File: src/rtl/crtc_timing_gen_if.sv
// Host bus of the CRTC: index/data register strobes plus read-back data.
interface crtc_timing_gen_if;
  logic       cs;
  logic       a0;
  logic       write;
  logic       read;
  logic [7:0] bus;
  logic [7:0] bus_out;

  modport master (output cs, a0, write, read, bus, input bus_out);
  modport slave  (input cs, a0, write, read, bus, output bus_out);
endinterface

File: src/rtl/crtc_timing_gen.sv
// CRTC timing generator: character/scanline/row counters, sync and blank
// generation, display memory addressing, cursor and light-pen capture.
module crtc_timing_gen #(
  parameter int H_W        = 8,
  parameter int MA_W       = 14,
  parameter int RA_W       = 5,
  parameter int HBLANK_DLY = 6
) (
  input  logic            clk,
  input  logic            rst_n,
  input  logic            divclk,
  crtc_timing_gen_if.slave bus_if,
  input  logic            lock,
  input  logic            lpen_stb,
  output logic            hsync,
  output logic            vsync,
  output logic            hblank,
  output logic            vblank,
  output logic            display_enable,
  output logic            cursor,
  output logic [MA_W-1:0] mem_addr,
  output logic [RA_W-1:0] row_addr,
  output logic            line_reset,
  output logic            frame_start
);
  localparam int HI_W = MA_W - 8;

  logic [4:0]      index;
  logic [H_W-1:0]  r0, r1, r2;
  logic [7:0]      r3, r8;
  logic [6:0]      r4, r5, r6, r7, r10;
  logic [RA_W-1:0] r9, r11;
  logic [HI_W-1:0] r12, r14, r16;
  logic [7:0]      r13, r15, r17;

  logic [H_W-1:0]  h_count;
  logic [6:0]      row;
  logic [RA_W-1:0] scan;
  logic [4:0]      blink_cnt;
  logic [MA_W-1:0] row_base;
  logic [3:0]      hs_left, vs_left;
  logic [2:0]      lp_sync;
  logic [HBLANK_DLY-1:0] hb_pipe;
  logic [7:0]      rd_data;

  logic wr_idx, wr_data, lp_rise, line_end, last_row, row_end, frame_hit;
  logic hs_start, vs_start, h_vis, blink;
  logic unused_read;

  assign unused_read = bus_if.read;
  assign wr_idx  = bus_if.cs & bus_if.write & ~bus_if.a0;
  assign wr_data = bus_if.cs & bus_if.write & bus_if.a0;
  assign lp_rise = lp_sync[1] & ~lp_sync[2];

  assign line_end  = divclk & (h_count == r0);
  assign last_row  = (row == r4);
  assign row_end   = (scan == r9);
  // The last row is stretched by R5 adjust scanlines before the frame wraps.
  assign frame_hit = last_row & (8'(scan) == (8'(r9) + 8'(r5)));
  assign hs_start  = (h_count == r2) & (r2 <= r0);
  assign vs_start  = (row == r7) & (scan == '0);
  assign h_vis     = (h_count < r1);

  assign line_reset     = line_end;
  assign frame_start    = line_end & frame_hit;
  assign hsync          = hs_start | (hs_left != 4'd0);
  assign vsync          = vs_start | (vs_left != 4'd0);
  assign display_enable = h_vis & (row < r6);
  assign vblank         = ~(row < r6);
  assign hblank         = hb_pipe[HBLANK_DLY-1];
  assign row_addr       = scan;
  assign mem_addr       = {r12, r13} + row_base + MA_W'(h_count);

  // Blink source selected by the cursor-start register's mode bits.
  always_comb begin
    case (r10[6:5])
      2'b00:   blink = 1'b1;
      2'b01:   blink = 1'b0;
      2'b10:   blink = blink_cnt[3];
      default: blink = blink_cnt[4];
    endcase
  end

  assign cursor = (mem_addr == {r14, r15}) & display_enable & blink &
                  (8'(r10[4:0]) <= 8'(scan)) & (8'(scan) <= 8'(r11));

  // Combinational register read-back; unmapped indices read as zero.
  always_comb begin
    rd_data = 8'h00;
    case (index)
      5'd0:  rd_data = 8'(r0);
      5'd1:  rd_data = 8'(r1);
      5'd2:  rd_data = 8'(r2);
      5'd3:  rd_data = r3;
      5'd4:  rd_data = 8'(r4);
      5'd5:  rd_data = 8'(r5);
      5'd6:  rd_data = 8'(r6);
      5'd7:  rd_data = 8'(r7);
      5'd8:  rd_data = r8;
      5'd9:  rd_data = 8'(r9);
      5'd10: rd_data = 8'(r10);
      5'd11: rd_data = 8'(r11);
      5'd12: rd_data = 8'(r12);
      5'd13: rd_data = r13;
      5'd14: rd_data = 8'(r14);
      5'd15: rd_data = r15;
      5'd16: rd_data = 8'(r16);
      5'd17: rd_data = r17;
      default: rd_data = 8'h00;
    endcase
  end
  assign bus_if.bus_out = rd_data;

  // Register file writes and light-pen address capture.
  always_ff @(posedge clk or negedge rst_n) begin
    if (!rst_n) begin
      index <= '0;
      r0 <= H_W'(97); r1 <= H_W'(80); r2 <= H_W'(82); r3 <= 8'h0F;
      r4 <= 7'd25; r5 <= 7'd6; r6 <= 7'd25; r7 <= 7'd25; r8 <= 8'h00;
      r9 <= RA_W'(13); r10 <= 7'd11; r11 <= RA_W'(12);
      r12 <= '0; r13 <= '0; r14 <= '0; r15 <= '0; r16 <= '0; r17 <= '0;
    end else begin
      if (wr_idx) index <= bus_if.bus[4:0];
      if (wr_data && !(lock && index <= 5'd9)) begin
        case (index)
          5'd0:  r0  <= H_W'(bus_if.bus);
          5'd1:  r1  <= H_W'(bus_if.bus);
          5'd2:  r2  <= H_W'(bus_if.bus);
          5'd3:  r3  <= bus_if.bus;
          5'd4:  r4  <= bus_if.bus[6:0];
          5'd5:  r5  <= bus_if.bus[6:0];
          5'd6:  r6  <= bus_if.bus[6:0];
          5'd7:  r7  <= bus_if.bus[6:0];
          5'd8:  r8  <= bus_if.bus;
          5'd9:  r9  <= RA_W'(bus_if.bus);
          5'd10: r10 <= bus_if.bus[6:0];
          5'd11: r11 <= RA_W'(bus_if.bus);
          5'd12: r12 <= HI_W'(bus_if.bus);
          5'd13: r13 <= bus_if.bus;
          5'd14: r14 <= HI_W'(bus_if.bus);
          5'd15: r15 <= bus_if.bus;
          default: ;
        endcase
      end
      if (lp_rise) {r16, r17} <= mem_addr;
    end
  end

  // Light-pen synchroniser plus one edge-detect stage.
  always_ff @(posedge clk or negedge rst_n) begin
    if (!rst_n) lp_sync <= '0;
    else        lp_sync <= {lp_sync[1:0], lpen_stb};
  end

  // Character, scanline, row, blink and row-base counters plus sync width timers.
  always_ff @(posedge clk or negedge rst_n) begin
    if (!rst_n) begin
      h_count   <= '0;
      row       <= '0;
      scan      <= '0;
      blink_cnt <= '0;
      row_base  <= '0;
      hs_left   <= '0;
      vs_left   <= '0;
    end else if (divclk) begin
      h_count <= line_end ? '0 : h_count + H_W'(1);
      if (hs_start)             hs_left <= r3[3:0] - 4'd1;
      else if (hs_left != 4'd0) hs_left <= hs_left - 4'd1;
      if (line_end) begin
        if (vs_start)             vs_left <= r3[7:4] - 4'd1;
        else if (vs_left != 4'd0) vs_left <= vs_left - 4'd1;
        if (frame_hit) begin
          row       <= '0;
          scan      <= '0;
          blink_cnt <= blink_cnt + 5'd1;
          row_base  <= '0;
        end else begin
          if (row_end) row_base <= row_base + MA_W'(r1);
          if (row_end && !last_row) begin
            scan <= '0;
            row  <= row + 7'd1;
          end else begin
            scan <= scan + RA_W'(1);
          end
        end
      end
    end
  end

  // Horizontal blank is the inverted visible window delayed through a pipe.
  always_ff @(posedge clk or negedge rst_n) begin
    if (!rst_n) hb_pipe <= '0;
    else begin
      hb_pipe[0] <= ~h_vis;
      for (int i = 1; i < HBLANK_DLY; i++) hb_pipe[i] <= hb_pipe[i-1];
    end
  end
endmodule
File: src/flat_wrapper.sv
// flat-port wrapper written by rule: the top's interface ports become plain ports
module crtc_timing_gen_flat 
#(
  parameter int H_W        = 8,
  parameter int MA_W       = 14,
  parameter int RA_W       = 5,
  parameter int HBLANK_DLY = 6
)
  (clk, rst_n, divclk, lock, lpen_stb, hsync, vsync, hblank, vblank, display_enable, cursor, mem_addr, row_addr, line_reset, frame_start, bus_if_cs, bus_if_a0, bus_if_write, bus_if_read, bus_if_bus, bus_if_bus_out);
  crtc_timing_gen_if bus_if_i ();
  input  logic clk;
  input  logic rst_n;
  input  logic divclk;
  input  logic lock;
  input  logic lpen_stb;
  output logic hsync;
  output logic vsync;
  output logic hblank;
  output logic vblank;
  output logic display_enable;
  output logic cursor;
  output logic [MA_W-1:0] mem_addr;
  output logic [RA_W-1:0] row_addr;
  output logic line_reset;
  output logic frame_start;
  input wire logic [$bits(bus_if_i.cs)-1:0] bus_if_cs;
  input wire logic [$bits(bus_if_i.a0)-1:0] bus_if_a0;
  input wire logic [$bits(bus_if_i.write)-1:0] bus_if_write;
  input wire logic [$bits(bus_if_i.read)-1:0] bus_if_read;
  input wire logic [$bits(bus_if_i.bus)-1:0] bus_if_bus;
  output wire logic [$bits(bus_if_i.bus_out)-1:0] bus_if_bus_out;
  assign bus_if_i.cs = bus_if_cs;
  assign bus_if_i.a0 = bus_if_a0;
  assign bus_if_i.write = bus_if_write;
  assign bus_if_i.read = bus_if_read;
  assign bus_if_i.bus = bus_if_bus;
  assign bus_if_bus_out = bus_if_i.bus_out;
  crtc_timing_gen #(.H_W(H_W), .MA_W(MA_W), .RA_W(RA_W), .HBLANK_DLY(HBLANK_DLY)) u_core (.clk(clk), .rst_n(rst_n), .divclk(divclk), .bus_if(bus_if_i), .lock(lock), .lpen_stb(lpen_stb), .hsync(hsync), .vsync(vsync), .hblank(hblank), .vblank(vblank), .display_enable(display_enable), .cursor(cursor), .mem_addr(mem_addr), .row_addr(row_addr), .line_reset(line_reset), .frame_start(frame_start));
endmodule
File: config.mk
export PLATFORM = sky130hd
export DESIGN_NAME = crtc_timing_gen_flat
export DESIGN_NICKNAME = d
export VERILOG_FILES = /design/src/rtl/crtc_timing_gen_if.sv /design/src/rtl/crtc_timing_gen.sv /design/src/flat_wrapper.sv
export SDC_FILE = /design/constraint.sdc
export NUM_CORES = 1
export LEC_CHECK = 0
export CAP_MARGIN = 5
export CORE_MARGIN = 10
export CORE_UTILIZATION = 30
export CTS_BUF_LIST = sky130_fd_sc_hd__clkbuf_4 sky130_fd_sc_hd__clkbuf_8 sky130_fd_sc_hd__clkbuf_16
export DETAILED_ROUTE_END_ITERATION = 16
export PLACE_DENSITY_LB_ADDON = 0.25
export SYNTH_ARGS = -nofsm -noshare
export SYNTH_HDL_FRONTEND = slang
export SYNTH_SLANG_ARGS = --single-unit
export TNS_END_PERCENT = 50
File: constraint.sdc
create_clock -name clk -period 5.5 [get_ports clk]
set_clock_uncertainty 0.1 [all_clocks]
set_input_delay 1.1 -clock clk [delete_from_list [all_inputs] [get_ports clk]]
set_output_delay 1.1 -clock clk [all_outputs]
set_load 0.02 [all_outputs]
## Word level (Yosys, flattened, before mapping)

Cells that the tools add are included.

- Add/subtract/negate cells: 12
- Order comparisons: 6
- Equal/unequal tests: 26
- Multiplexer cells: 13
- Bitwise gates (word level): 20
- Reductions and logical operators: 36

Operators with widths:

| operator | count |
|---|---|
| $pmux 8 s18 | 1 |
| $eq 5x4->1 const B | 8 |
| $reduce_and 2->1 | 18 |
| $add 14x8->14 | 2 |
| $mux 14 | 2 |
| $eq 5x3->1 const B | 4 |
| $eq 8x8->1 | 2 |
| $mux 4 | 4 |
| $sub 4x1->4 const B | 4 |
| $add 14x14->14 | 1 |
| $and 1x1->1 | 14 |
| $eq 14x14->1 | 1 |
| $eq 7x7->1 | 2 |
| $mux 7 | 2 |
| $reduce_and 3->1 | 4 |
| $add 5x1->5 const B | 2 |
| $eq 5x2->1 const B | 2 |
| $eq 5x5->1 const B | 2 |
| $le 5x5->1 | 2 |
| $logic_not 5->1 | 2 |
| $mux 5 | 2 |
| $add 5x7->8 | 1 |
| $add 8x1->8 const B | 1 |
| $eq 5x8->1 | 1 |
| 18 further kinds | 29 |

- Bits in registers: 188
- Input bits: 17
- Output and inout port bits: 35
- Word-level logic and storage cells: 141

## Depth between registers and ports, before layout

- Word-level depth: 7
- Mapped depth: 14
- Mapped depth without buffers: 14

## Worst setup path before layout

No wires, ideal clock.

- Path type: reg-to-output
- From: register u_core.h_count[1]
- To: output cursor
- Data arrival time: 3680 ps
- Required time: 4300 ps
- Setup slack: 620 ps
- Cell stages (with the launch flop): 15
- Buffers on the path: 0
- Cells stage by stage: dfrtp_1 inv_1 fa_1 inv_1 ha_1 inv_1 fa_1 xnor2_1 xnor2_1 nand4_1 nor4_2 o2111ai_1 a2111oi_0 o2111ai_1 nor4b_2

- Word-level cells in the longest chain between the ends: 6
- Elaborated cells on any way between the ends: 8
- Those cells by class: add/sub (1); order compare (1); eq/ne (1); bitwise (5)

RTL lines:

| what | RTL line | text |
|---|---|---|
| start: declaration | crtc_timing_gen.sv:36 | `logic [H_W-1:0] h_count;` |
| start signal: assignment | crtc_timing_gen.sv:166 | `h_count <= line_end ? '0 : h_count + H_W'(1);` |
| $add 14x8->14 | crtc_timing_gen.sv:72 | `assign mem_addr = {r12, r13} + row_base + MA_W'(h_count);` |
| named net mem_addr[3] | flat_wrapper.sv:22 | `output logic [MA_W-1:0] mem_addr;` |
| $eq 14x14->1 | crtc_timing_gen.sv:84 | `assign cursor = (mem_addr == {r14, r15}) & display_enable & blink &` |
| $and 1x1->1 (3 in a row) | crtc_timing_gen.sv:84 |  |
| $and 1x1->1 | crtc_timing_gen.sv:85 | `(8'(r10[4:0]) <= 8'(scan)) & (8'(scan) <= 8'(r11));` |
| end: declaration | flat_wrapper.sv:21 | `output logic cursor;` |

The timed path passes the listed nets, and every way through them passes these cells.

## Worst setup path in the final report

- From: register u_core.r13[1]
- To: output mem_addr[9]

- Word-level cells in the longest chain between the ends: 2

RTL lines:

| what | RTL line | text |
|---|---|---|
| start: declaration | crtc_timing_gen.sv:34 | `logic [7:0] r13, r15, r17;` |
| start signal: assignment | crtc_timing_gen.sv:139 | `5'd13: r13 <= bus_if.bus;` |
| $add 14x14->14 | crtc_timing_gen.sv:72 |  |
| $add 14x8->14 | crtc_timing_gen.sv:72 |  |
| end: declaration | flat_wrapper.sv:22 |  |

Every way passes these cells.

==> summary.txt <==
Synth
  – Sequential area share after synthesis: 0.424
  – Synth Instances: 1056
  – Syn_nets: 1152
  – Top FF cell, synth: dfrtp_1
  – FF+latch count, synth: 188
  – Synth warn: 0
  – Async S/R FF share, synth: 1.00
  – Cell taking the most area after synthesis: dfrtp_1
  – Mean area per synthesized cell: 10.6 um^2
  – Synth cell types: 66
  – Cell Area, Synth: 0.0112 mm^2
  – EDFF count, synth: 0
  – Top post-synthesis cells by area: dfrtp_1 (35%), mux2_2 (10%), ha_1 (7.6%), dfstp_2 (7.3%), xor2_1 (3.8%)
  – Synth top area share: 0.351

Floorplanning
  – Die ar.: 0.0454 mm^2
  – Die Y: 213 um
  – DIE WIDTH: 213 um
  – Core area: 0.0367 mm^2
  – I/O pin count: 52
  – Effective utilization at floorplan: 0.305
  – Cell Rows: 70

Final layout
  – Layout cell share with drive strength beyond 1: 0.197
  – Area Growth Syn to Fin: 16.4%
  – Diode count: 0
  – Layout fillers: 3611
  – Commonest cells after routing, fill and taps aside: dfrtp_1 (157), mux2_2 (99), nand2_1 (78), ha_1 (68), nor2_1 (54)
  – # nets final: 1221
  – Leading cell type in the layout, fill and taps excluded: dfrtp_1

Global route
  – Vias in the first global route: 8477
  – First-pass GRT wire length: 56.2 mm
  – GRT Resource Usage Total: 0.167
  – GR Overflow Total: 0
  – Initial antenna violation count: 0
  – Largest net degree at the start of global routing: 105

Worst setup path
  – Critical Path Sink Type: output port
  – Critical Path RT: 4.30 ns
  – Worst setup SP type: register
  – R2R setup slack: 1.59 ns
  – Worst-path maximum fanout: 3
  – CP arrival: 4.05 ns
  – CP Class: reg2out

Flow run
  – Max_cap viols: 0

STA
  – Final Hold Fails: 0
  – Tightest Pin Transition: 1.15 ns
  – Tcrit/Tclk final: 0.954
  – RSZ-0062 raised after global routing: true
  – FMAX: 191 MHz
  – Final Setup Violations: 0
  – Setup TNS: 0 ns
  – Max-slew violations: 0
  – Relative slew slack: 0.227
  – Min Clock Period, post-route: 5.25 ns

CTS
  – Reg clk slew, reported paths: 0.07 ns
  – CTS sink cnt: 188
  – H-tree Lvls: 4
  – Postcts setup bufs: 0
  – CTS Root Cell: clkbuf_16
  – Worst-case clock buffer depth: 2
  – Cts hold-fix bufs: 0
  – Clk_lat worst skew: 0.45 ns
  – Num CTS Buffers: 17
  – CTS resizes: 5
  – TritonCTS clock tree: yes

Pwr
  – Logic pwr share: 0.365
  – Internal Power: 3.24 mW
  – Worst VDD drop: 0.231 mV
  – Switching Share: 0.389
  – Part of the power in registers: 0.398
  – Clock Power Share: 0.237
  – Switching power: 2.06 mW
  – Pwr Density: 406 mW/mm^2
  – Total power draw: 5.29 mW
  – Leak: 5.84 nW

Placement
  – Final HPWL DP: 27.8 mm
  – Final GP Congestion: 0.914
  – Port Buffers: 50

Drt
  – DR WL/cell: 22.9 um
  – Routed WL: 36.8 mm
  – # DRC: 0
  – Vias after detailed routing: 8611
  – Post-route ant nets: 0
  – Drt first-iter violations: 801
  – Vias per cell: 5.36
  – 1st-pass router iterations: 5

Min path
  – Hold/Removal Path Class: reg2reg

Status
  – Run status: finished clean
worst paths after layout:
check / start / end / cells after the start
hold / removal: u_core.hb_pipe[3]$_DFF_PN0_ / u_core.hb_pipe[4]$_DFF_PN0_ / 0
hold reg to reg: u_core.hb_pipe[3]$_DFF_PN0_ / u_core.hb_pipe[4]$_DFF_PN0_ / 0
setup / recovery: u_core.r13[1]$_DFFE_PN0P_ / mem_addr[9] / 14
setup reg to reg: u_core.r9[0]$_DFFE_PN1P_ / u_core.blink_cnt[1]$_DFFE_PN0P_ / 10
max in group asynchronous: rst_n / u_core.hb_pipe[3]$_DFF_PN0_ / 2
min in group asynchronous: rst_n / u_core.row_addr[2]$_DFFE_PN0P_ / 1
power by group through the flow:
stage          sequential (mW)  combinational [mW]  clock, mW
2_1_floorplan             1.92                1.28          0
3_3_place_gp              2.12                1.89          0
3_5_place_dp              2.12                1.92          0
4_1_cts                   2.10                1.94       1.28
5_1_grt                   2.13                2.13       1.35
6_report                  2.10                1.93       1.26
layout make-up:
class                           count  area, um^2  area share
Clock buffer                       20         460      0.0354
Clock inverter                     12         124     0.00951
Inverter                           54         203      0.0156
Multi-Input combinational cell    780        6130       0.471
Sequential cell                   188        4740       0.364
Tap cell                          468         586      0.0450
Timing Repair Buffer               84         769      0.0591
synth_stat cells (5+ instances only):
master / instances
mux2i_1: 7
mux2_2: 99
o31ai_1: 5
nor3_2: 5
inv_1: 53
nor4_1: 6
a22o_1: 26
a21oi_1: 28
o21ai_1: 28
nand3b_1: 7
a221oi_1: 19
o21ai_0: 31
or3_1: 5
nand4_1: 27
and3_1: 13
nor4_2: 6
nand3_1: 22
nand2_1: 78
nor3_1: 24
dfrtp_1: 157
dfstp_2: 31
a211oi_1: 5
a21o_1: 9
nor2_1: 54
clkbuf_1: 29
nor2b_1: 11
fa_1: 11
a22oi_1: 23
nand2b_1: 13
xor2_1: 48
xnor2_1: 45
ha_1: 68
metrics by stage:
step | setup slack (ns) | area (um^2) | hold WS, ns | utilization | std cells
global placement | 0.0707 | 12400 | 0.231 | 0.338 | 1574
finish | 0.252 | 13000 | 0.247 | 0.355 | 1606
CTS | 0.0653 | 13000 | 0.251 | 0.355 | 1606
detailed placement | 0.0396 | 12400 | 0.236 | 0.338 | 1574
global route | -0.0110 | 13000 | 0.254 | 0.355 | 1606
floorplan | 0.620 | 11200 | 0.231 | - | 1056
sequential cells by signal, summed over array words and instances, names as in the netlist, 6 cells and up:
register	count
u_core.h_count	8
u_core.hb_pipe	6
u_core.r0	8
u_core.r1	8
u_core.r10	7
u_core.r12	6
u_core.r13	8
u_core.r14	6
u_core.r15	8
u_core.r16	6
u_core.r17	8
u_core.r2	8
u_core.r3	8
u_core.r4	7
u_core.r5	7
u_core.r6	7
u_core.r7	7
u_core.r8	8
u_core.row	7
u_core.row_base	14
kinds of logic (layout without fill, tap and decap cells):
logic type / Yosys count / after routing / share of synthesized area
muxes: 109 / 109 / 0.109
buffers and inverters: 88 / 170 / 0.0305
AOI/OAI and AO/OA: 208 / 208 / 0.127
and+or+nand+nor: 288 / 288 / 0.135
DFF: 188 / 188 / 0.424
xor gates and xnor gates: 96 / 96 / 0.0783
adders and majority gates: 79 / 79 / 0.0957
worst max-delay path: stages, from the launching register on:
cell and delay [ns]:
dfrtp_1 0.38, inv_1 0.13, fa_1 0.43, inv_1 0.07, ha_1 0.15, inv_1 0.05, fa_1 0.39, nand2b_1 0.17
a21oi_2 0.21, and2_1 0.19, o21ai_1 0.08, nor2b_1 0.17, o21ai_2 0.25, xor2_1 0.26, clkdlybuf4s50_1 0.66
metal layers:
| metal | GRT usage | vias to the layer above | wire length, um |
|---|---|---|---|
| met2 | 0.271 | 245 | 17400 |
| met5 | 0 | - | 0 |
| met3 | 0.0248 | 44 | 1680 |
| met1 | 0.227 | 4337 | 17000 |
| met4 | 0.0468 | 0 | 725 |
| li1 | - | 3985 | - |
Note: power is estimated with default switching activity, not from simulation.
